### src/rtl/integration_scheduler.sv
// Correlator integration timebase: sequences an external COUNTER, turns each overflow
// into a frame boundary, and hands one dump request per frame to the readout.
module integration_scheduler #(
  parameter int RESOLUTION = 64,
  parameter int FRAME_W    = 16
) (
  input  logic                  clk,
  input  logic                  reset,
  input  logic                  cfg_valid,
  output logic                  cfg_ready,
  input  logic [RESOLUTION-1:0] cfg_period,
  input  logic [RESOLUTION-1:0] cfg_increment,
  input  logic [FRAME_W-1:0]    cfg_frames,
  output logic                  cfg_err,
  input  logic                  start,
  input  logic                  abort,
  output logic [RESOLUTION-1:0] counter_max,
  output logic [RESOLUTION-1:0] increment,
  output logic                  counter_reset,
  input  logic [RESOLUTION-1:0] counter_value,
  input  logic                  counter_overflow,
  output logic                  integrating,
  output logic                  dump_valid,
  input  logic                  dump_ready,
  output logic [FRAME_W-1:0]    dump_frame,
  output logic                  busy,
  output logic                  done,
  output logic                  overrun,
  output logic                  stall
);
  typedef enum logic [2:0] {IDLE, CLEAR, ARM, RUN, RESTART, DRAIN} state_t;

  typedef struct packed {
    logic [RESOLUTION-1:0] period;
    logic [RESOLUTION-1:0] incr;
    logic [FRAME_W-1:0]    frames;
  } cfg_t;

  state_t             state_q, state_d;
  cfg_t               cfg_q;
  logic               cfg_ok;
  logic [FRAME_W-1:0] frame_cnt, frame_nxt;
  logic               abort_evt, ovf_evt, stall_evt, last_frame, cfg_bad;

  assign frame_nxt   = frame_cnt + FRAME_W'(1);
  assign abort_evt   = abort && (state_q != IDLE);
  assign ovf_evt     = (state_q == RUN) && counter_overflow && !abort_evt;
  // Counter passed max without ever flagging overflow: step never lands on max.
  assign stall_evt   = (state_q == RUN) && !counter_overflow &&
                       (counter_value >= cfg_q.period) && !abort_evt;
  assign last_frame  = (cfg_q.frames != '0) && (frame_nxt == cfg_q.frames);
  assign cfg_bad     = (cfg_period == '0) || (cfg_increment == '0);

  assign cfg_ready   = (state_q == IDLE);
  assign busy        = (state_q != IDLE);
  assign counter_max = cfg_q.period;
  assign increment   = cfg_q.incr;

  always_ff @(posedge clk or negedge reset) begin
    if (!reset) state_q <= IDLE;
    else        state_q <= state_d;
  end

  always_comb begin
    state_d       = state_q;
    counter_reset = 1'b1;
    integrating   = 1'b0;
    done          = 1'b0;
    case (state_q)
      IDLE:    if (start && cfg_ok) state_d = CLEAR;
      CLEAR:   state_d = ARM;
      ARM: begin
        counter_reset = 1'b0;
        if (counter_value == '0) state_d = RUN;
      end
      RUN: begin
        counter_reset = 1'b0;
        integrating   = !counter_overflow;
        if (counter_overflow)                     state_d = last_frame ? DRAIN : RESTART;
        else if (counter_value >= cfg_q.period)   state_d = IDLE;
      end
      RESTART: state_d = ARM;
      DRAIN: begin
        if (!dump_valid) begin
          state_d = IDLE;
          done    = !abort;
        end
      end
      default: state_d = IDLE;
    endcase
    if (abort_evt) state_d = IDLE;
  end

  always_ff @(posedge clk or negedge reset) begin
    if (!reset) begin
      cfg_q      <= '0;
      cfg_ok     <= 1'b0;
      cfg_err    <= 1'b0;
      frame_cnt  <= '0;
      dump_valid <= 1'b0;
      dump_frame <= '0;
      overrun    <= 1'b0;
      stall      <= 1'b0;
    end else begin
      cfg_err <= 1'b0;
      if (state_q == IDLE) begin
        if (cfg_valid) begin
          if (cfg_bad) cfg_err <= 1'b1;
          else begin
            cfg_q   <= '{period: cfg_period, incr: cfg_increment, frames: cfg_frames};
            cfg_ok  <= 1'b1;
            overrun <= 1'b0;
            stall   <= 1'b0;
          end
        end
        if (start && !cfg_ok) cfg_err <= 1'b1;
      end
      if (state_q == CLEAR) frame_cnt <= '0;
      if (ovf_evt)          frame_cnt <= frame_nxt;
      if (stall_evt)        stall     <= 1'b1;
      // An accept in the same cycle as a new frame frees the slot, so no overrun.
      if (abort_evt) dump_valid <= 1'b0;
      else if (ovf_evt) begin
        if (dump_valid && !dump_ready) overrun <= 1'b1;
        else begin
          dump_valid <= 1'b1;
          dump_frame <= frame_cnt;
        end
      end else if (dump_valid && dump_ready) dump_valid <= 1'b0;
    end
  end

endmodule

### config.mk
export PLATFORM = sky130hd
export DESIGN_NAME = integration_scheduler
export DESIGN_NICKNAME = d
export VERILOG_FILES = /design/src/rtl/integration_scheduler.sv
export SDC_FILE = /design/constraint.sdc
export NUM_CORES = 1
export LEC_CHECK = 0
export CORE_ASPECT_RATIO = 1.5
export CORE_MARGIN = 1.5
export CORE_UTILIZATION = 34
export DETAILED_ROUTE_END_ITERATION = 10
export GPL_ROUTABILITY_DRIVEN = 0
export SLEW_MARGIN = 5
export SYNTH_ARGS = -nofsm -noshare
export SYNTH_HDL_FRONTEND = slang
export SYNTH_SLANG_ARGS = --single-unit
### constraint.sdc
create_clock -name clk -period 2.9 [get_ports clk]
set_input_delay 0.58 -clock clk [delete_from_list [all_inputs] [get_ports clk]]
set_output_delay 0.58 -clock clk [all_outputs]
set_load 0.1 [all_outputs]
==> results of run 1 <==
-- cells in the final DEF (no fill, tap or decap), types with 12 or more instances in the layout --
cell type | synthesis | layout
a21oi_1 | 30 | 30
buf_12 | 0 | 12
buf_4 | 130 | 189
clkbuf_16 | 0 | 17
clkdlybuf4s50_1 | 0 | 213
dfrtp_1 | 184 | 184
ha_1 | 65 | 65
inv_1 | 68 | 68
mux2_1 | 79 | 79
mux2_2 | 16 | 16
nand2_1 | 91 | 91
nand3_1 | 14 | 14
nand4_1 | 28 | 28
nor2_1 | 20 | 20
nor4_1 | 54 | 54
o21ai_0 | 93 | 93
xnor2_1 | 16 | 16
-- critical path, cell delays in order --
cell and delay [ps]:
clkdlybuf4s50_1 530, ha_1 280, a21oi_1 150, o21ai_0 150, a221o_1 370, o31a_1 290
nor2_1 290, buf_4 180, o21ai_0 90, a22o_1 220
-- through the flow --
step | instance area, sq um | hold slack, ps
after floorplan | 10600 | 284
after global placement | 13700 | 468
after detailed placement | 13700 | 476
after CTS | 14300 | 151
after global routing | 14300 | 163
final | 14300 | 124
-- sequential cells by signal (all words and copies together) (netlist names) --
name / flops
frame_cnt: 16
state_q: 3
stall: 1
overrun: 1
increment: 64
dump_frame: 16
cfg_ok: 1
cfg_err: 1
cfg_q: 16
counter_max: 64
dump_valid: 1
-- routing by layer --
metal | share of wire | vias up | wire (microns)
li1 | - | 4053 | -
met1 | 0.37 | 4083 | 12000
met2 | 0.55 | 283 | 17700
met3 | 0.060 | 40 | 1960
met4 | 0.026 | 0 | 842
met5 | 0 | - | 0
-- layout make-up --
| class | instances | area (sq um) |
|---|---|---|
| clock inverters | 9 | 138 |
| flip-flops and latches | 184 | 4600 |
| repair buffers | 415 | 3800 |
| well taps | 400 | 500 |
| inverters | 71 | 267 |
| clock buffers | 23 | 478 |
| diodes | 1 | 2.50 |
| fillers | 2913 | 16100 |
| multi-input cells | 611 | 4500 |
-- cells by family (layout without fill, tap and decap cells) --
kind of cell / after synthesis / after routing
AND/OR/NAND/NOR: 259 / 259
flip-flops: 184 / 184
AO/OA/AOI/OAI: 165 / 165
other: 0 / 1
XOR/XNOR: 24 / 24
multiplexers: 98 / 98
buffers and inverters: 235 / 518
adder cells (fa/ha/maj): 65 / 65
-- how the worst min path moves through the flow --
stage / endpoint / slack [ps]
2_1_floorplan: cfg_err / 280
3_3_place_gp: increment[1] / 470
3_5_place_dp: increment[0] / 480
4_1_cts: counter_max[29] / 150
5_1_grt: counter_max[28] / 160
6_report: counter_max[25] / 120
==> impl_metrics.json, run 1 <==
{
  "run_status": "finished clean",
  "muxShareOfSynthArea": 0.105,
  "grt_pass1_vias": 8841,
  "ys.flop_type": "dfrtp_1",
  "reg2reg_from": "counter_max[11]",
  "synth_cell_types": 60,
  "grt_max_degree": 67,
  "first_pass_iters": 4,
  "critPathLaunch": "counter_value[11]",
  "synthAdderAreaFrac": 0.0771,
  "critPathKind": "primary input to flip-flop",
  "htreeDepth": 4,
  "drtIter0Drc": 291,
  "drc": 0,
  "cp_data_arrival_time_ps": 3110,
  "yosysTopAreaCell": "dfrtp_1",
  "hpwl_mm": 26.5,
  "overflow": 0,
  "post_cts_resized": 0,
  "cts_buffer_depth": 2,
  "setup_violations": 0,
  "finalWirelength_mm": 32.5,
  "area_growth_pct": 35.4,
  "post-route-period-util": 0.961,
  "r2r_slack_ps": 320,
  "worst-r2r-cell-count": 10,
  "clockRootBuffer": "clkbuf_16",
  "start_util": 0.348,
  "die_y_microns": 219,
  "finClkSkew_ps": 11.2,
  "synth.avg_cell_area_sq_um": 10.2,
  "grtUsageMet2": 0.392,
  "final_util": 0.471,
  "numCtsBuffers": 17,
  "hold_viol_final": 0,
  "rsz0062_at_grt": "false",
  "yosysMostFrequentCell": "dfrtp_1",
  "antenna_found_initial": 1,
  "busiest_layer": "met2",
  "ys_warn_count": 0,
  "drive_above_1_share": 0.204,
  "nets": 1580,
  "die_w_microns": 147,
  "post_cts_buffers": 0,
  "synth_top_family_by_area": "buffers and inverters",
  "syn_area_sq_um": 10600,
  "core_sq_um": 30400,
  "synth-seq-area-share": 0.436,
  "synthCells": 1030,
  "vias_per_cell": 4.94,
  "final_antenna_net_count": 0,
  "cts_tree": "done",
  "numClockSinks": 184,
  "synth-simple-area-share": 0.133,
  "numPortBuffers": 367,
  "use_met1": 0.213,
  "post-place-ws_ps": -292,
  "gr-usage-all-layers": 0.205,
  "timing.fmax_mhz": 359,
  "stdcell_count": 1714,
  "synth_compound_area_frac": 0.0887,
  "synthesis.nets": 1310,
  "setup_slack_ps": 114,
  "synth_edf_count": 0,
  "wl_per_cell_microns": 19.0,
  "relSlewSlack": 0.572,
  "cp-end-kind": "flip-flop",
  "use_met3": 0.0466,
  "synth_seq_cells": 184,
  "min_period_ps": 2790,
  "maxCapViolations": 0,
  "synthTopCellsByCount": "184 x dfrtp_1, 130 x buf_4, 93 x o21ai_0",
  "dr_total_vias": 8459,
  "hp-class": "primary input to asynchronous set/reset pin",
  "cp-start-kind": "primary input",
  "dp_cells": 1681,
  "finalSetupTns_ps": 0,
  "path_clk_slew_ps": 70,
  "required_ps": 3230,
  "synth_area_leaders": "dfrtp_1 44%, buf_4 9.2%, mux2_1 8.4%",
  "slew_violations": 0,
  "dieArea_sq_um": 32100,
  "worst_slew_pin_slew_ps": 637,
  "pin_count": 368,
  "grt_pass1_wl_mm": 49.7,
  "hold_buffers": 0,
  "synthXorXnorAreaFrac": 0.0199,
  "clock_latency_ps": 450,
  "async_reset_ff_frac": 1.00,
  "cp_max_fo": 3,
  "cp-endpoint": "stall",
  "worst_r2r_endpoint": "stall",
  "synth.top_cell.area_share": 0.436,
  "num_rows": 78
}
Power of run 1 is not shown: default switching activity piles up to over one toggle a cycle in this logic, so the estimate is an artifact.
==> run 2: changes to the inputs <==
- CORE_MARGIN: 1.5 -> 8
==> impl_metrics.json, run 2 (synthesized netlist as in run 1, its figures left out) <==
{
  "hold_viol_final": 0,
  "grt_pass1_wl_mm": 54.0,
  "final_common_cell": "clkdlybuf4s50_1",
  "rsz0062_at_grt": "false",
  "finalWirelength_mm": 34.9,
  "die_w_microns": 160,
  "numCtsBuffers": 17,
  "final_antenna_net_count": 0,
  "cts_tree": "done",
  "hpwl_mm": 28.7,
  "antenna_found_initial": 2,
  "setup_violations": 0,
  "area_growth_pct": 36.9,
  "finClkSkew_ps": 10.1,
  "clock_latency_ps": 450,
  "dieArea_sq_um": 37100,
  "finalSetupTns_ps": 0,
  "cp-start-kind": "primary input",
  "cp_data_arrival_time_ps": 2930,
  "grt_max_degree": 62,
  "drc": 0,
  "htreeDepth": 4,
  "cp_max_fo": 33,
  "worst_slew_pin_slew_ps": 583,
  "cts_buffer_depth": 2,
  "drtIter0Drc": 307,
  "start_util": 0.342,
  "pin_count": 368,
  "numPortBuffers": 367,
  "post-route-period-util": 0.899,
  "first_pass_iters": 4,
  "path_clk_slew_ps": 80,
  "dr_total_vias": 8508,
  "maxCapViolations": 0,
  "nets": 1594,
  "core_sq_um": 30800,
  "drive_above_1_share": 0.215,
  "min_period_ps": 2610,
  "critPathKind": "primary input to flip-flop",
  "run_status": "finished clean",
  "slew_violations": 0,
  "die_y_microns": 232,
  "num_rows": 79,
  "cp-end-kind": "flip-flop",
  "vias_per_cell": 4.91,
  "numClockSinks": 184,
  "clockRootBuffer": "clkbuf_16",
  "wl_per_cell_microns": 20.1,
  "grt_pass1_vias": 9178,
  "timing.fmax_mhz": 383,
  "relSlewSlack": 0.611,
  "mostFrequentLayoutCells": "213 x clkdlybuf4s50_1, 205 x buf_4, 184 x dfrtp_1",
  "hp-class": "primary input to asynchronous set/reset pin",
  "overflow": 0,
  "gr-usage-all-layers": 0.189,
  "required_ps": 3220
}
## run 2: cell count changes in the layout (fill, tap and decap cells not counted), moves of 2 or more
cell       change
buf_4         +16
bufinv_16      +3
buf_12         -2
clkbuf_1       -2
clkbuf_8       -2
inv_8          +2
## run 2: path summary, 6_finish.rpt
path | startpoint | to | slack (ps) | depth (start not counted)
setup reg to reg | counter_max[14] | stall | 480 | 10
hold reg to reg | increment[11] | increment[11] | 490 | 1
min in group clk | increment[11] | increment[11] | 490 | 1
hold / removal | reset | counter_max[25] | 110 | 1
max in group asynchronous | reset | dump_frame[0] | 2030 | 2
setup / recovery | cfg_period[15] | counter_max[58] | 290 | 11
## run 2: cell type report
class | count | area (sq um)
Antenna cell | 2 | 5.00
Clock buffer | 19 | 443
Clock inverter | 13 | 240
Fill cell | 2970 | 16400
Inverter | 71 | 267
Multi-Input combinational cell | 611 | 4500
Sequential cell | 184 | 4600
Tap cell | 405 | 507
Timing Repair Buffer | 429 | 3880
## run 2: what timing repair did
item / 4_1_cts / 5_1_grt
buffers inserted: 0 / 0
endpoints found under the setup margin: 0 / 27
hold buffers: 0 / 0
gates resized for setup: 0 / 1
## run 2: layer usage
metal	routed length (microns)	GRT usage	vias to the layer above
li1	-	-	4076
met1	13100	0.200	4066
met2	18400	0.346	315
met3	2200	0.0545	51
met4	1220	0.0808	0
met5	0	0	-
## run 2: critical path, stage by stage
cell             delay (ps)
clkdlybuf4s50_1         440
nor4_2                  540
buf_4                   200
nand4_1                  80
nor4_2                  270
buf_4                   170
nor3_4                   70
buf_12                  190
buf_12                  190
nand2_1                  90
o21ai_0                  90
## run 2: per-stage QoR
step           cells   util  setup WS, ps  instance area [sq um]  hold slack (ps)
3_5_place_dp    1700  0.446          -459                  13800              476
4_1_cts         1732  0.468          31.6                  14400              131
6_report        1734  0.469           292                  14500              114
2_1_floorplan   1030      -           325                  10600              284
5_1_grt         1734  0.469          81.0                  14500              137
3_3_place_gp    1700  0.446          -354                  13800              471
Power of run 2 is left out for the same reason.
